`src/rtl/axis_pkg.sv`:
```
// Shared AXI-Stream beat type and default field widths for axis_if and axis_fifo.
package axis_pkg;

    localparam int DATA_W = 32;
    localparam int KEEP_W = DATA_W / 8;
    localparam int ID_W   = 4;
    localparam int DEST_W = 4;
    localparam int USER_W = 1;

    typedef struct packed {
        logic [DATA_W-1:0] tdata;
        logic [KEEP_W-1:0] tstrb;
        logic [KEEP_W-1:0] tkeep;
        logic              tlast;
        logic [ID_W-1:0]   tid;
        logic [DEST_W-1:0] tdest;
        logic [USER_W-1:0] tuser;
    } axis_beat_t;

    localparam int BEAT_W = $bits(axis_beat_t);

endpackage

```
`src/rtl/axis_if.sv`:
```
// AXI-Stream bundle; default widths follow axis_pkg so beats map onto axis_beat_t.
interface axis_if #(
    parameter int DATA_W = axis_pkg::DATA_W,
    parameter int ID_W   = axis_pkg::ID_W,
    parameter int DEST_W = axis_pkg::DEST_W,
    parameter int USER_W = axis_pkg::USER_W
) ();

    logic                  tvalid;
    logic                  tready;
    logic [DATA_W-1:0]     tdata;
    logic [DATA_W/8-1:0]   tstrb;
    logic [DATA_W/8-1:0]   tkeep;
    logic                  tlast;
    logic [ID_W-1:0]       tid;
    logic [DEST_W-1:0]     tdest;
    logic [USER_W-1:0]     tuser;

    modport master (
        output tvalid, tdata, tstrb, tkeep, tlast, tid, tdest, tuser,
        input  tready
    );

    modport slave (
        input  tvalid, tdata, tstrb, tkeep, tlast, tid, tdest, tuser,
        output tready
    );

endinterface

```
`src/rtl/axis_fifo_mem.sv`:
```
// Beat storage: DEPTH x axis_beat_t, synchronous write, asynchronous read.
module axis_fifo_mem
    import axis_pkg::*;
#(
    parameter int DEPTH  = 16,
    parameter int ADDR_W = $clog2(DEPTH)
) (
    input  logic              aclk,
    input  logic              wr_en,
    input  logic [ADDR_W-1:0] wr_addr,
    input  axis_beat_t        wr_data,
    input  logic [ADDR_W-1:0] rd_addr,
    output axis_beat_t        rd_data
);

    axis_beat_t mem [DEPTH];

    // NOTE: the array has no reset; pointers define which entries are live, and
    // a reset on storage would turn the RAM into a wide bank of flops.
    always_ff @(posedge aclk) begin
        if (wr_en) begin
            mem[wr_addr] <= wr_data;
        end
    end

    assign rd_data = mem[rd_addr];

endmodule

```
`src/rtl/axis_fifo.sv`:
```
// Registered-output AXI-Stream FIFO. Define AXIS_FIFO_PKT_MODE_EN for
// store-and-forward release with a cut-through escape when full of one partial packet.
module axis_fifo
    import axis_pkg::*;
#(
    parameter int DEPTH = 16
) (
    input  logic                     aclk,
    input  logic                     areset,
    axis_if.slave                    s_axis,
    axis_if.master                   m_axis,
    output logic [$clog2(DEPTH):0]   level
);

    localparam int ADDR_W = $clog2(DEPTH);
    localparam int PTR_W  = ADDR_W + 1;

    logic [PTR_W-1:0] wr_ptr, rd_ptr;
    logic [PTR_W-1:0] wr_ptr_next, rd_ptr_next;
    logic             ready_q, valid_q;
    logic             valid_next;
    logic             push, pop;
    logic             empty_next, full_next;
    logic             load_head;
    axis_beat_t       in_beat, rd_data, head_q, head_next;

    assign in_beat.tdata = s_axis.tdata;
    assign in_beat.tstrb = s_axis.tstrb;
    assign in_beat.tkeep = s_axis.tkeep;
    assign in_beat.tlast = s_axis.tlast;
    assign in_beat.tid   = s_axis.tid;
    assign in_beat.tdest = s_axis.tdest;
    assign in_beat.tuser = s_axis.tuser;

    assign push = s_axis.tvalid && ready_q;
    assign pop  = valid_q && m_axis.tready;

    assign wr_ptr_next = wr_ptr + PTR_W'(push);
    assign rd_ptr_next = rd_ptr + PTR_W'(pop);

    assign empty_next = (wr_ptr_next == rd_ptr_next);
    assign full_next  = (wr_ptr_next[ADDR_W-1:0] == rd_ptr_next[ADDR_W-1:0]) &&
                        (wr_ptr_next[ADDR_W] != rd_ptr_next[ADDR_W]);

    assign level = wr_ptr - rd_ptr;

    axis_fifo_mem #(
        .DEPTH  (DEPTH),
        .ADDR_W (ADDR_W)
    ) u_mem (
        .aclk    (aclk),
        .wr_en   (push),
        .wr_addr (wr_ptr[ADDR_W-1:0]),
        .wr_data (in_beat),
        .rd_addr (rd_ptr_next[ADDR_W-1:0]),
        .rd_data (rd_data)
    );

    // The next head is normally read from storage, but when it is the beat being
    // written on this very edge it is taken straight from the input (no bubble).
    // NOTE: every signal driven here gets its default first so no latch is inferred.
    always_comb begin
        head_next = rd_data;
        if (push && (rd_ptr_next[ADDR_W-1:0] == wr_ptr[ADDR_W-1:0])) begin
            head_next = in_beat;
        end
    end

    // Head only moves when it is consumed or not yet presented, keeping payload
    // stable under backpressure.
    assign load_head = (pop || !valid_q) && !empty_next;

`ifdef AXIS_FIFO_PKT_MODE_EN
    logic [PTR_W-1:0] pkt_cnt, pkt_cnt_next;
    logic             cut_q, cut_next;
    logic             push_last, pop_last;

    assign push_last    = push && s_axis.tlast;
    assign pop_last     = pop && head_q.tlast;
    assign pkt_cnt_next = pkt_cnt + PTR_W'(push_last) - PTR_W'(pop_last);

    // Full with no complete packet would deadlock; stream out until a tlast leaves.
    assign cut_next   = (cut_q && !pop_last) || (full_next && (pkt_cnt_next == '0));
    assign valid_next = !empty_next && ((pkt_cnt_next != '0) || cut_next);

    always_ff @(posedge aclk or posedge areset) begin
        if (areset) begin
            pkt_cnt <= '0;
            cut_q   <= 1'b0;
        end else begin
            pkt_cnt <= pkt_cnt_next;
            cut_q   <= cut_next;
        end
    end
`else
    assign valid_next = !empty_next;
`endif

    // NOTE: non-blocking assignments so every register samples pre-edge values.
    always_ff @(posedge aclk or posedge areset) begin
        if (areset) begin
            wr_ptr  <= '0;
            rd_ptr  <= '0;
            ready_q <= 1'b0;
            valid_q <= 1'b0;
            head_q  <= '0;
        end else begin
            wr_ptr  <= wr_ptr_next;
            rd_ptr  <= rd_ptr_next;
            ready_q <= !full_next;
            valid_q <= valid_next;
            if (load_head) begin
                head_q <= head_next;
            end
        end
    end

    assign s_axis.tready = ready_q;

    assign m_axis.tvalid = valid_q;
    assign m_axis.tdata  = head_q.tdata;
    assign m_axis.tstrb  = head_q.tstrb;
    assign m_axis.tkeep  = head_q.tkeep;
    assign m_axis.tlast  = head_q.tlast;
    assign m_axis.tid    = head_q.tid;
    assign m_axis.tdest  = head_q.tdest;
    assign m_axis.tuser  = head_q.tuser;

endmodule

```
`src/flat_wrapper.sv`:
```
// flat-port wrapper written by rule: the top's interface ports become plain ports
module axis_fifo_flat import axis_pkg::*;
#(
    parameter int DEPTH = 16
)
  (aclk, areset, level, s_axis_tvalid, s_axis_tdata, s_axis_tstrb, s_axis_tkeep, s_axis_tlast, s_axis_tid, s_axis_tdest, s_axis_tuser, s_axis_tready, m_axis_tvalid, m_axis_tdata, m_axis_tstrb, m_axis_tkeep, m_axis_tlast, m_axis_tid, m_axis_tdest, m_axis_tuser, m_axis_tready);
  axis_if s_axis_i ();
  axis_if m_axis_i ();
  input  logic aclk;
  input  logic areset;
  output logic [$clog2(DEPTH):0] level;
  input wire logic [$bits(s_axis_i.tvalid)-1:0] s_axis_tvalid;
  input wire logic [$bits(s_axis_i.tdata)-1:0] s_axis_tdata;
  input wire logic [$bits(s_axis_i.tstrb)-1:0] s_axis_tstrb;
  input wire logic [$bits(s_axis_i.tkeep)-1:0] s_axis_tkeep;
  input wire logic [$bits(s_axis_i.tlast)-1:0] s_axis_tlast;
  input wire logic [$bits(s_axis_i.tid)-1:0] s_axis_tid;
  input wire logic [$bits(s_axis_i.tdest)-1:0] s_axis_tdest;
  input wire logic [$bits(s_axis_i.tuser)-1:0] s_axis_tuser;
  output wire logic [$bits(s_axis_i.tready)-1:0] s_axis_tready;
  output wire logic [$bits(m_axis_i.tvalid)-1:0] m_axis_tvalid;
  output wire logic [$bits(m_axis_i.tdata)-1:0] m_axis_tdata;
  output wire logic [$bits(m_axis_i.tstrb)-1:0] m_axis_tstrb;
  output wire logic [$bits(m_axis_i.tkeep)-1:0] m_axis_tkeep;
  output wire logic [$bits(m_axis_i.tlast)-1:0] m_axis_tlast;
  output wire logic [$bits(m_axis_i.tid)-1:0] m_axis_tid;
  output wire logic [$bits(m_axis_i.tdest)-1:0] m_axis_tdest;
  output wire logic [$bits(m_axis_i.tuser)-1:0] m_axis_tuser;
  input wire logic [$bits(m_axis_i.tready)-1:0] m_axis_tready;
  assign s_axis_i.tvalid = s_axis_tvalid;
  assign s_axis_i.tdata = s_axis_tdata;
  assign s_axis_i.tstrb = s_axis_tstrb;
  assign s_axis_i.tkeep = s_axis_tkeep;
  assign s_axis_i.tlast = s_axis_tlast;
  assign s_axis_i.tid = s_axis_tid;
  assign s_axis_i.tdest = s_axis_tdest;
  assign s_axis_i.tuser = s_axis_tuser;
  assign s_axis_tready = s_axis_i.tready;
  assign m_axis_tvalid = m_axis_i.tvalid;
  assign m_axis_tdata = m_axis_i.tdata;
  assign m_axis_tstrb = m_axis_i.tstrb;
  assign m_axis_tkeep = m_axis_i.tkeep;
  assign m_axis_tlast = m_axis_i.tlast;
  assign m_axis_tid = m_axis_i.tid;
  assign m_axis_tdest = m_axis_i.tdest;
  assign m_axis_tuser = m_axis_i.tuser;
  assign m_axis_i.tready = m_axis_tready;
  axis_fifo #(.DEPTH(DEPTH)) u_core (.aclk(aclk), .areset(areset), .s_axis(s_axis_i), .m_axis(m_axis_i), .level(level));
endmodule
```
`config.mk`:
```
export PLATFORM = sky130hd
export DESIGN_NAME = axis_fifo_flat
export DESIGN_NICKNAME = d
export VERILOG_FILES = /design/src/rtl/axis_pkg.sv /design/src/rtl/axis_if.sv /design/src/rtl/axis_fifo_mem.sv /design/src/rtl/axis_fifo.sv /design/src/flat_wrapper.sv
export SDC_FILE = /design/constraint.sdc
export NUM_CORES = 1
export LEC_CHECK = 0
export BUFFER_PORTS_ARGS = -buffer_cell sky130_fd_sc_hd__buf_2
export CORE_MARGIN = 2
export CORE_UTILIZATION = 58
export DETAILED_ROUTE_END_ITERATION = 6
export PLACE_DENSITY = 0.8
export SYNTH_ARGS = -nofsm -noshare
export SYNTH_HDL_FRONTEND = slang
export SYNTH_SLANG_ARGS = --single-unit
```
`constraint.sdc`:
```
create_clock -name aclk -period 11.91 [get_ports aclk]
set_input_delay 2.9775 -clock aclk [delete_from_list [all_inputs] [get_ports aclk]]
set_output_delay 2.9775 -clock aclk [all_outputs]
set_load 0.01 [all_outputs]
```
# Yosys cells after proc, flatten, opt, wreduce, memory -nomap -nowiden

Memory sizes are Yosys's and may differ from the RTL's. A register that Yosys moved wholly into a read port is not among the register bits.
Index checks and enable logic that the tools add are counted.

Bits in registers: 12
Bits in writable memories: 800
Bits of input ports: 54
Logic and storage cells: 21
Memories kept: 1

Memories:

| memory           | words | width | rd ports | clocked after memory_dff | write ports | RTL line            | RTL |
|---|---|---|---|---|---|---|---|
| u_core.u_mem.mem | 16    | 50    | 1        | 1                        | 1           | axis_fifo_mem.sv:16 | `axis_beat_t mem [DEPTH];` |

Add/sub/neg operators: 3
Equal/unequal tests: 3
Muxes and demuxes: 2
Reduce and logical (&&, ||, !) cells: 8

Operators by type and width:

| kind                | count |
|---|---|
| $add A5 B1 Y5       | 2 |
| $eq A5 B5 Y1        | 1 |
| $sub A5 B5 Y5       | 1 |
| $eq A4 B4 Y1        | 1 |
| $logic_and A1 B1 Y1 | 4 |
| $logic_not A1 Y1    | 3 |
| $mux W1             | 2 |
| $logic_or A1 B1 Y1  | 1 |
| $ne A1 B1 Y1        | 1 |

# Depth between registers and ports, before layout

Gate-level depths: netlist of run 1.

Depth after elaboration: 5
Mapped depth: 11
Mapped depth without buffers: 9

# Hierarchy

A second synthesis of run 1 with hierarchy kept.

Cells, all modules: 1476
Area total of the unflattened synthesis: 33120.5 µm²

Modules (own cells, without submodules):

| module        | times used | cells each | area each (µm²) |
|---|---|---|---|
| axis_fifo_mem | 1          | 1244       | 29911.2 |
| axis_fifo     | 1          | 232        | 3209.3 |

# Worst setup path before layout of run 1

No wires, ideal clock.

Path kind: input to register
Start: input s_axis_tvalid
End: memory u_core.u_mem.mem[0][0] (netlist bit), enable pin
Data arrival time: 6.841 ns
Required time: 11.391 ns
Slack: 4.550 ns
Stages: 3
Cells stage by stage: nand2_1 -> or3_1 -> nor3_1

Word-level cells in the longest chain between the ends: 3

Ends and longest elaborated chain:

| what                          | RTL line            | RTL |
|---|---|---|
| start, declared               | flat_wrapper.sv:12  | `input wire logic [$bits(s_axis_i.tvalid)-1:0] s_axis_tvalid;` |
| $logic_and A1 B1 Y1           | axis_fifo.sv:35     | `assign push = s_axis.tvalid && ready_q;` |
| $mux W1                       | axis_fifo_mem.sv:21 | `if (wr_en) begin` |
| $mux W1 (implied by the code) | axis_fifo_mem.sv:22 | `mem[wr_addr] <= wr_data;` |
| end, declared                 | axis_fifo_mem.sv:16 |  |

Every way passes these cells.

# Final worst setup path of run 1

Start: input m_axis_tready
End: register u_core.m_axis.tdest[3] (netlist name)

Word-level cells in the longest chain between the ends: 5
Elaborated cells between the ends (all ways): 6
Those cells by class: 1 x add/sub; 1 x eq/ne; 4 x reduce/logical

Ends and longest elaborated chain:

| what                      | RTL line           | RTL |
|---|---|---|
| start, declared           | flat_wrapper.sv:29 | `input wire logic [$bits(m_axis_i.tready)-1:0] m_axis_tready;` |
| $logic_and A1 B1 Y1 *     | axis_fifo.sv:36    | `assign pop = valid_q && m_axis.tready;` |
| $add A5 B1 Y5 *           | axis_fifo.sv:39    | `assign rd_ptr_next = rd_ptr + PTR_W'(pop);` |
| net u_core.rd_ptr_next[0] | axis_fifo.sv:19    | `logic [PTR_W-1:0] wr_ptr_next, rd_ptr_next;` |
| $eq A5 B5 Y1              | axis_fifo.sv:41    | `assign empty_next = (wr_ptr_next == rd_ptr_next);` |
| $logic_not A1 Y1          | axis_fifo.sv:71    | `assign load_head = (pop \|\| !valid_q) && !empty_next;` |
| $logic_and A1 B1 Y1       | axis_fifo.sv:71    |  |

The timed path passes the listed nets; every way through them passes the cells marked *.

==> out/metrics.csv, run 1 <==
stage;metric;value;unit
outcome;status;complete, no violations;
timing;final setup margin;5.63;ns
timing;Max Slew Vio Count;0;
yosys;Synth Instances;1755;
clock_tree;clock slew at reported path FFs;0.06;ns
global_route;number of antenna violations at the first check in global routing;5;
worst_hold_path;hold crit path type;reg -> reg;
layout;most common cell after layout, fill and taps aside;edfxtp_1;
clock_tree;clk buf depth;3;
timing;Fin Hold WS;0.516;ns
global_route;largest net degree at the start of global routing;103;
clock_tree;Post-CTS Setup Bufs;0;
floorplanning;Die X;245;um
layout;Layout Nets;1939;
clock_tree;Skew-Pair Late Insertion Delay;0.65;ns
floorplanning;CORE AREA;0.0575;mm2
power_and_ir_drop;pwr dens;286;mW/mm2
power_and_ir_drop;VDD IR-drop max;0.278;mV
yosys;yosys warns;0;
floorplanning;Die Ht;245;um
clock_tree;CTS tree;built;
global_route;vias in the first global route;18900;
yosys;unique cell type count in the Yosys netlist;30;
yosys;synthesized cell area;0.0336;mm2
setup_path;Worst Setup End Kind;flop;
timing;Post-Route Setup TNS;0;ns
route;# DRC;0;
place;RD Place Congestion;0.728;
floorplanning;Ports;111;
setup_path;crit path cell chain;buf_2, and2_1, ha_4, buf_4, buf_12, mux4_2, nand2_1, nand3_1, nand3_1, a32oi_1;
global_route;gr ovfl total;0;
timing;worst relative slew slack;14.0;%
setup_path;CP arrival;6.76;ns
clock_tree;clock sink count;862;
yosys;Yosys reg bits;862;
yosys;Synth Area in Simple Gates;5.02;%
layout;layout cells sized above 1;25.8;%
yosys;largest family of logic cells by synthesized area;multiplexers;
setup_path;most used cell, CP;nand3_1;
setup_path;critical path class;in -> reg;
route;Starting DRT DRC Count;2320;
setup_path;Worst path max stage delay;0.83;ns
yosys;compound-cell area share of the yosys netlist;2.15;%
timing;Final min period;6.28;ns
setup_path;Req. time, crit path;12.39;ns
clock_tree;CTS resizes;0;
layout;most frequent cells in the layout;edfxtp_1, nand2_1, mux4_2;
timing;period utilization;52.8;%
yosys;area share of fa/ha/maj cells after synthesis;0.358;%
yosys;sequential share of the synthesized area;76.2;%
floorplanning;Initial Util;58.4;%
timing;Max Freq;0.159;GHz
timing;Hold Vio Cnt, Final;0;
timing;actual slew at the worst max-slew pin;1.28;ns
job;# Max-Cap Violations;0;
global_route;first-pass GRT wire length;122;mm
route;average wire per standard cell;30.8;um
yosys;xor and xnor area share after synthesis;0.608;%
yosys;Synth Net Count;1818;
route;final antenna-violating net count;0;
setup_path;CP Max Fanout;102;
timing;Clock Skews;0.0182;ns
clock_tree;root buffer cell;clkbuf_16;
layout;area grow syn2layout;12.5;%
power_and_ir_drop;Leak;12.7;nW
place;IO buf count;110;
place;hpwl dp;37.5;mm
clock_tree;CTS buffer count;83;
floorplanning;row count;88;
yosys;Avg Inst Size Synth;19.1;um2
power_and_ir_drop;Final Power;10.8;mW
timing;RSZ-0062 raised after global routing;false;
setup_path;slowest stage cell, crit path;buf_4;
place;pre-CTS WS;4.97;ns
floorplanning;die area;0.0598;mm2
layout;final std cells w/o fill;2714;
route;routed vias/inst;6.71;
route;TritonRoute pass-1 iters;6;
setup_path;Worst Setup Start Kind;input pin;
route;Vias;18200;
global_route;GRT Total Usage;28.4;%
clock_tree;H-tree Lvls;3;
route;final WL;83.5;mm
timing;endpoints failing setup;0;
place;placed cell count;2556;
clock_tree;cts-stage hold buffer count;0;
yosys;mux cell area share after synthesis;13.4;%
-- registers in the layout (all words and copies together), names as in the netlist --
| register | count |
|---|---|
| u_core.m_axis.tdata | 32 |
| u_core.m_axis.tdest | 4 |
| u_core.m_axis.tid | 4 |
| u_core.m_axis.tkeep | 4 |
| u_core.m_axis.tlast | 1 |
| u_core.m_axis.tstrb | 4 |
| u_core.m_axis.tuser | 1 |
| u_core.m_axis.tvalid | 1 |
| u_core.rd_ptr | 5 |
| u_core.s_axis.tready | 1 |
| u_core.u_mem.mem | 800 |
| u_core.wr_ptr | 5 |
-- layout make-up --
class	count	area (um2)
clock buffers	109	2270
diodes	4	10.0
multi-input cells	721	7410
clock inverters	45	483
flip-flops and latches	862	25600
repair buffers	144	818
well taps	765	957
fillers	3617	19700
inverters	64	243
-- layer usage --
metal / share of wire (%) / vias up / GRT usage, %
met3: 9.3 / 263 / 4.73
met5: 0.032 / - / 0
met2: 51 / 1250 / 47.7
li1: - / 7242 / -
met4: 4.0 / 4 / 12.9
met1: 35 / 9453 / 37.0
-- per-stage QoR --
stage | cell area [um2] | utilization, %
floorplan | 33600 | -
global placement | 35000 | 60.9
detailed placement | 35000 | 60.9
CTS | 37800 | 65.7
global route | 37800 | 65.7
finish | 37800 | 65.7
-- cell families after synthesis --
| family | Yosys count |
|---|---|
| flip-flops | 862 |
| AND/OR/NAND/NOR | 387 |
| multiplexers | 200 |
| buffers and inverters | 172 |
| AO/OA/AOI/OAI | 105 |
| XOR/XNOR | 20 |
| adder cells (fa/ha/maj) | 9 |
-- cells in the mapped netlist (all sizes together) --
| cell type | instances | area share [%] |
|---|---|---|
| xnor3 | 1 | 0.067 |
| nor2 | 13 | 0.15 |
| buf | 63 | 1.0 |
| edfxtp | 800 | 72 |
| nor2b | 1 | 0.019 |
| dfrtp | 62 | 4.6 |
| and2 | 1 | 0.019 |
| nor3 | 6 | 0.10 |
| a31o | 1 | 0.026 |
| and3 | 1 | 0.019 |
| nand2 | 205 | 2.3 |
| or3 | 1 | 0.019 |
| fa | 1 | 0.060 |
| mux4 | 200 | 13 |
| nand3 | 157 | 2.4 |
| a32oi | 50 | 1.3 |
| xnor2 | 12 | 0.36 |
| clkbuf | 45 | 0.50 |
| a21o | 2 | 0.045 |
| xor2 | 7 | 0.18 |
| inv | 64 | 0.72 |
| ha | 8 | 0.30 |
| a21oi | 52 | 0.78 |
| nand3b | 2 | 0.045 |
-- final timing paths --
| kind | start | end | slack, ns | cells after the start |
|---|---|---|---|---|
| setup reg to reg | u_core.m_axis.tvalid | u_core.m_axis.tdest[3] | 7.67 | 9 |
| hold reg to reg | u_core.m_axis.tdata[24] | u_core.m_axis.tdata[24] | 0.52 | 2 |
| min in group asynchronous | areset | u_core.m_axis.tdata[25] | 2.38 | 2 |
| max in group asynchronous | areset | u_core.wr_ptr[4] | 8.33 | 3 |
| hold / removal | u_core.m_axis.tdata[24] | u_core.m_axis.tdata[24] | 0.52 | 2 |
| setup / recovery | m_axis_tready | u_core.m_axis.tdest[3] | 5.63 | 10 |
-- worst max-delay path: cells and delay by family --
kind,cells,cell delay (ns)
buffers and inverters,3,1.60
AO/OA/AOI/OAI,1,0.11
AND/OR/NAND/NOR,4,0.61
adder cells (fa/ha/maj),1,0.66
multiplexers,1,0.61
-- report_power, final --
group / switching (mW) / internal [mW]
combinational: 2.46 / 1.74
clock: 1.13 / 1.54
sequential: 0.180 / 3.73
Note: power is estimated with default switching activity, not from simulation.
==> inputs of run 2 (changes only) <==
==> constraint.sdc (replaced) <==
create_clock -name aclk -period 6.2 [get_ports aclk]
set_input_delay 1.55 -clock aclk [delete_from_list [all_inputs] [get_ports aclk]]
set_output_delay 1.55 -clock aclk [all_outputs]
set_load 0.01 [all_outputs]
==> out/metrics.csv, run 2 (synthesis gave the netlist of run 1 again) <==
stage;metric;value;unit;change
outcome;status;complete, no violations;;
place;RD Place Congestion;0.757;;+4.0%
floorplanning;row count;88;;unchanged
timing;Final min period;4.45;ns;
timing;Clock Skews;0.0179;ns;-0.000276 ns
route;TritonRoute pass-1 iters;5;;-1
floorplanning;CORE AREA;0.0575;mm2;unchanged
floorplanning;Die X;245;um;unchanged
timing;RSZ-0062 raised after global routing;false;;
timing;Hold Vio Cnt, Final;0;;unchanged
global_route;first-pass GRT wire length;119;mm;-2.6%
job;# Max-Cap Violations;0;;unchanged
timing;Max Slew Vio Count;0;;unchanged
power_and_ir_drop;Int Power;13.4;mW;+90%
power_and_ir_drop;Sw Pwr;7.04;mW;+87%
route;final WL;80.5;mm;-3.5%
power_and_ir_drop;VDD IR-drop max;0.826;mV;+200%
floorplanning;die area;0.0598;mm2;unchanged
clock_tree;clock sink count;862;;unchanged
timing;Max Freq;0.225;GHz;
setup_path;crit path cell chain;buf_2, and2_1, ha_4, ha_4, buf_12, buf_4, mux4_2, nand2_1, nand3_1, nand3_1, a32oi_1;;
setup_path;worst setup path end;u_core.m_axis.tdata[3];;
place;placed cell count;2565;;+0.35%
route;final antenna-violating net count;0;;unchanged
place;hpwl dp;37.6;mm;+0.30%
clock_tree;Post-CTS Setup Bufs;0;;unchanged
layout;area grow syn2layout;12.3;%;
floorplanning;Initial Util;58.4;%;unchanged
timing;actual slew at the worst max-slew pin;1.28;ns;-0.00569 ns
timing;period utilization;71.7;%;
route;Starting DRT DRC Count;2521;;+8.7%
clock_tree;CTS buffer count;82;;-1.2%
power_and_ir_drop;Comb pwr share;39.3;%;+0.4 points
setup_path;critical path class;in -> reg;;
floorplanning;Ports;111;;unchanged
layout;Layout Utilization;65.6;%;-0.13 points
global_route;vias in the first global route;18600;;-1.5%
clock_tree;H-tree Lvls;3;;unchanged
route;average wire per standard cell;29.7;um;-3.6%
setup_path;slowest stage cell, crit path;buf_4;;
power_and_ir_drop;Final Power;20.4;mW;+89%
route;routed vias/inst;6.62;;-1.3%
layout;final std cells w/o fill;2716;;+0.074%
global_route;number of antenna violations at the first check in global routing;5;;unchanged
setup_path;flop2flop setup slack;2.38;ns;-5.29 ns
setup_path;CP startpoint;m_axis_tready;;
setup_path;CP arrival;4.92;ns;-1.84 ns
clock_tree;root buffer cell;clkbuf_16;;
layout;Layout Nets;1947;;+0.41%
setup_path;worst flop-to-flop path startpoint;u_core.m_axis.tvalid;;
route;Vias;18000;;-1.3%
setup_path;Worst Setup End Kind;flop;;
setup_path;reg2reg path depth;10;;+1
timing;Post-Route Setup TNS;0;ns;unchanged
setup_path;CP Max Fanout;156;;+53%
worst_hold_path;hold crit path type;reg -> reg;;
layout;Most flops, register;u_core.u_mem.mem;;
global_route;gr ovfl total;0;;unchanged
place;IO buf count;110;;unchanged
timing;Fin Hold WS;0.513;ns;-0.00323 ns
clock_tree;cts-stage hold buffer count;0;;unchanged
layout;layout cells sized above 1;25.7;%;-0.040 points
timing;endpoints failing setup;0;;unchanged
setup_path;Worst path max stage delay;0.69;ns;-0.14 ns
setup_path;FF-to-FF End;u_core.m_axis.tdata[3];;
power_and_ir_drop;Clk pwr share;23.8;%;-1.0 points
floorplanning;Die Ht;245;um;unchanged
worst_hold_path;Min-Delay Path Depth;2;;unchanged
clock_tree;CTS resizes;0;;unchanged
layout;max reg flops;800;;unchanged
power_and_ir_drop;Leak;12.7;nW;-0.28%
clock_tree;clk buf depth;3;;unchanged
global_route;largest net degree at the start of global routing;157;;+52%
layout;most common cell after layout, fill and taps aside;edfxtp_1;;
setup_path;Req. time, crit path;6.67;ns;-5.72 ns
power_and_ir_drop;Reg power frac;36.9;%;+0.6 points
clock_tree;clock slew at reported path FFs;0.06;ns;about the same
clock_tree;Skew-Pair Late Insertion Delay;0.62;ns;-0.03 ns
route;# DRC;0;;unchanged
global_route;GRT Total Usage;27.5;%;-0.98 points
timing;worst relative slew slack;14.6;%;+0.64 points
power_and_ir_drop;Sw Share;34.5;%;-0.38 points
layout;most frequent cells in the layout;edfxtp_1, nand2_1, mux4_2;;
setup_path;Worst Setup Start Kind;input pin;;
power_and_ir_drop;pwr dens;541;mW/mm2;+90%
clock_tree;CTS tree;built;;
## run 2: cell count changes in the layout (fill, tap and decap cells not counted)
cell / before / now
buf_4: 33 / 40
clkbuf_1: 19 / 23
bufinv_16: 9 / 6
clkinv_2: 20 / 17
buf_12: 1 / 3
clkbuf_16: 85 / 83
clkinv_8: 2 / 0
clkbuf_8: 5 / 6
clkinv_1: 10 / 9
clkinvlp_4: 2 / 3
diode_2: 4 / 3
inv_8: 1 / 0
## run 2: worst min path at each step
stage / from / to / slack (ns)
6_report: u_core.m_axis.tdata[14] / u_core.m_axis.tdata[14] / 0.51
5_1_grt: u_core.m_axis.tstrb[0] / u_core.m_axis.tstrb[0] / 0.53
4_1_cts: u_core.m_axis.tdata[14] / u_core.m_axis.tdata[14] / 0.51
3_5_place_dp: u_core.m_axis.tdata[14] / u_core.m_axis.tdata[14] / 0.50
3_3_place_gp: u_core.m_axis.tdata[29] / u_core.m_axis.tdata[29] / 0.50
2_1_floorplan: u_core.rd_ptr[0] / u_core.rd_ptr[0] / 0.50
## run 2: cell type report
class	instances	area [um2]
fillers	3646	19800
clock buffers	112	2250
diodes	3	7.51
flip-flops and latches	862	25600
multi-input cells	721	7410
clock inverters	36	338
repair buffers	153	911
inverters	64	243
well taps	765	957
## run 2: routing by layer
layer | vias to the layer above | track usage (%) | share of wire [%]
li1 | 7232 | - | -
met1 | 9243 | 36.3 | 35
met2 | 1265 | 45.8 | 51
met3 | 240 | 5.14 | 9.9
met4 | 2 | 10.9 | 3.7
met5 | - | 0 | 0.0087
## run 2: stage by stage
step	setup slack, ns	area, um2
floorplan	0.268	33600
global placement	1.43	35100
detailed placement	1.31	35100
CTS	1.99	37700
global route	1.86	37700
finish	1.75	37700
## run 2: power by group through the flow
stage	registers, mW	logic [mW]	clock network, mW
finish	7.52	8.02	4.86
global route	7.56	8.59	5.13
CTS	7.51	8.02	4.91
detailed placement	7.61	7.89	0
global placement	7.56	7.72	0
floorplan	7.57	5.74	0
## run 2: worst max-delay path, delay by kind of cell
| family | cells | cell delay [ns] |
|---|---|---|
| compound gates | 1 | 0.13 |
| simple gates | 4 | 0.55 |
| mux | 1 | 0.42 |
| fa+ha+maj | 2 | 0.46 |
| buf+inv | 3 | 1.33 |
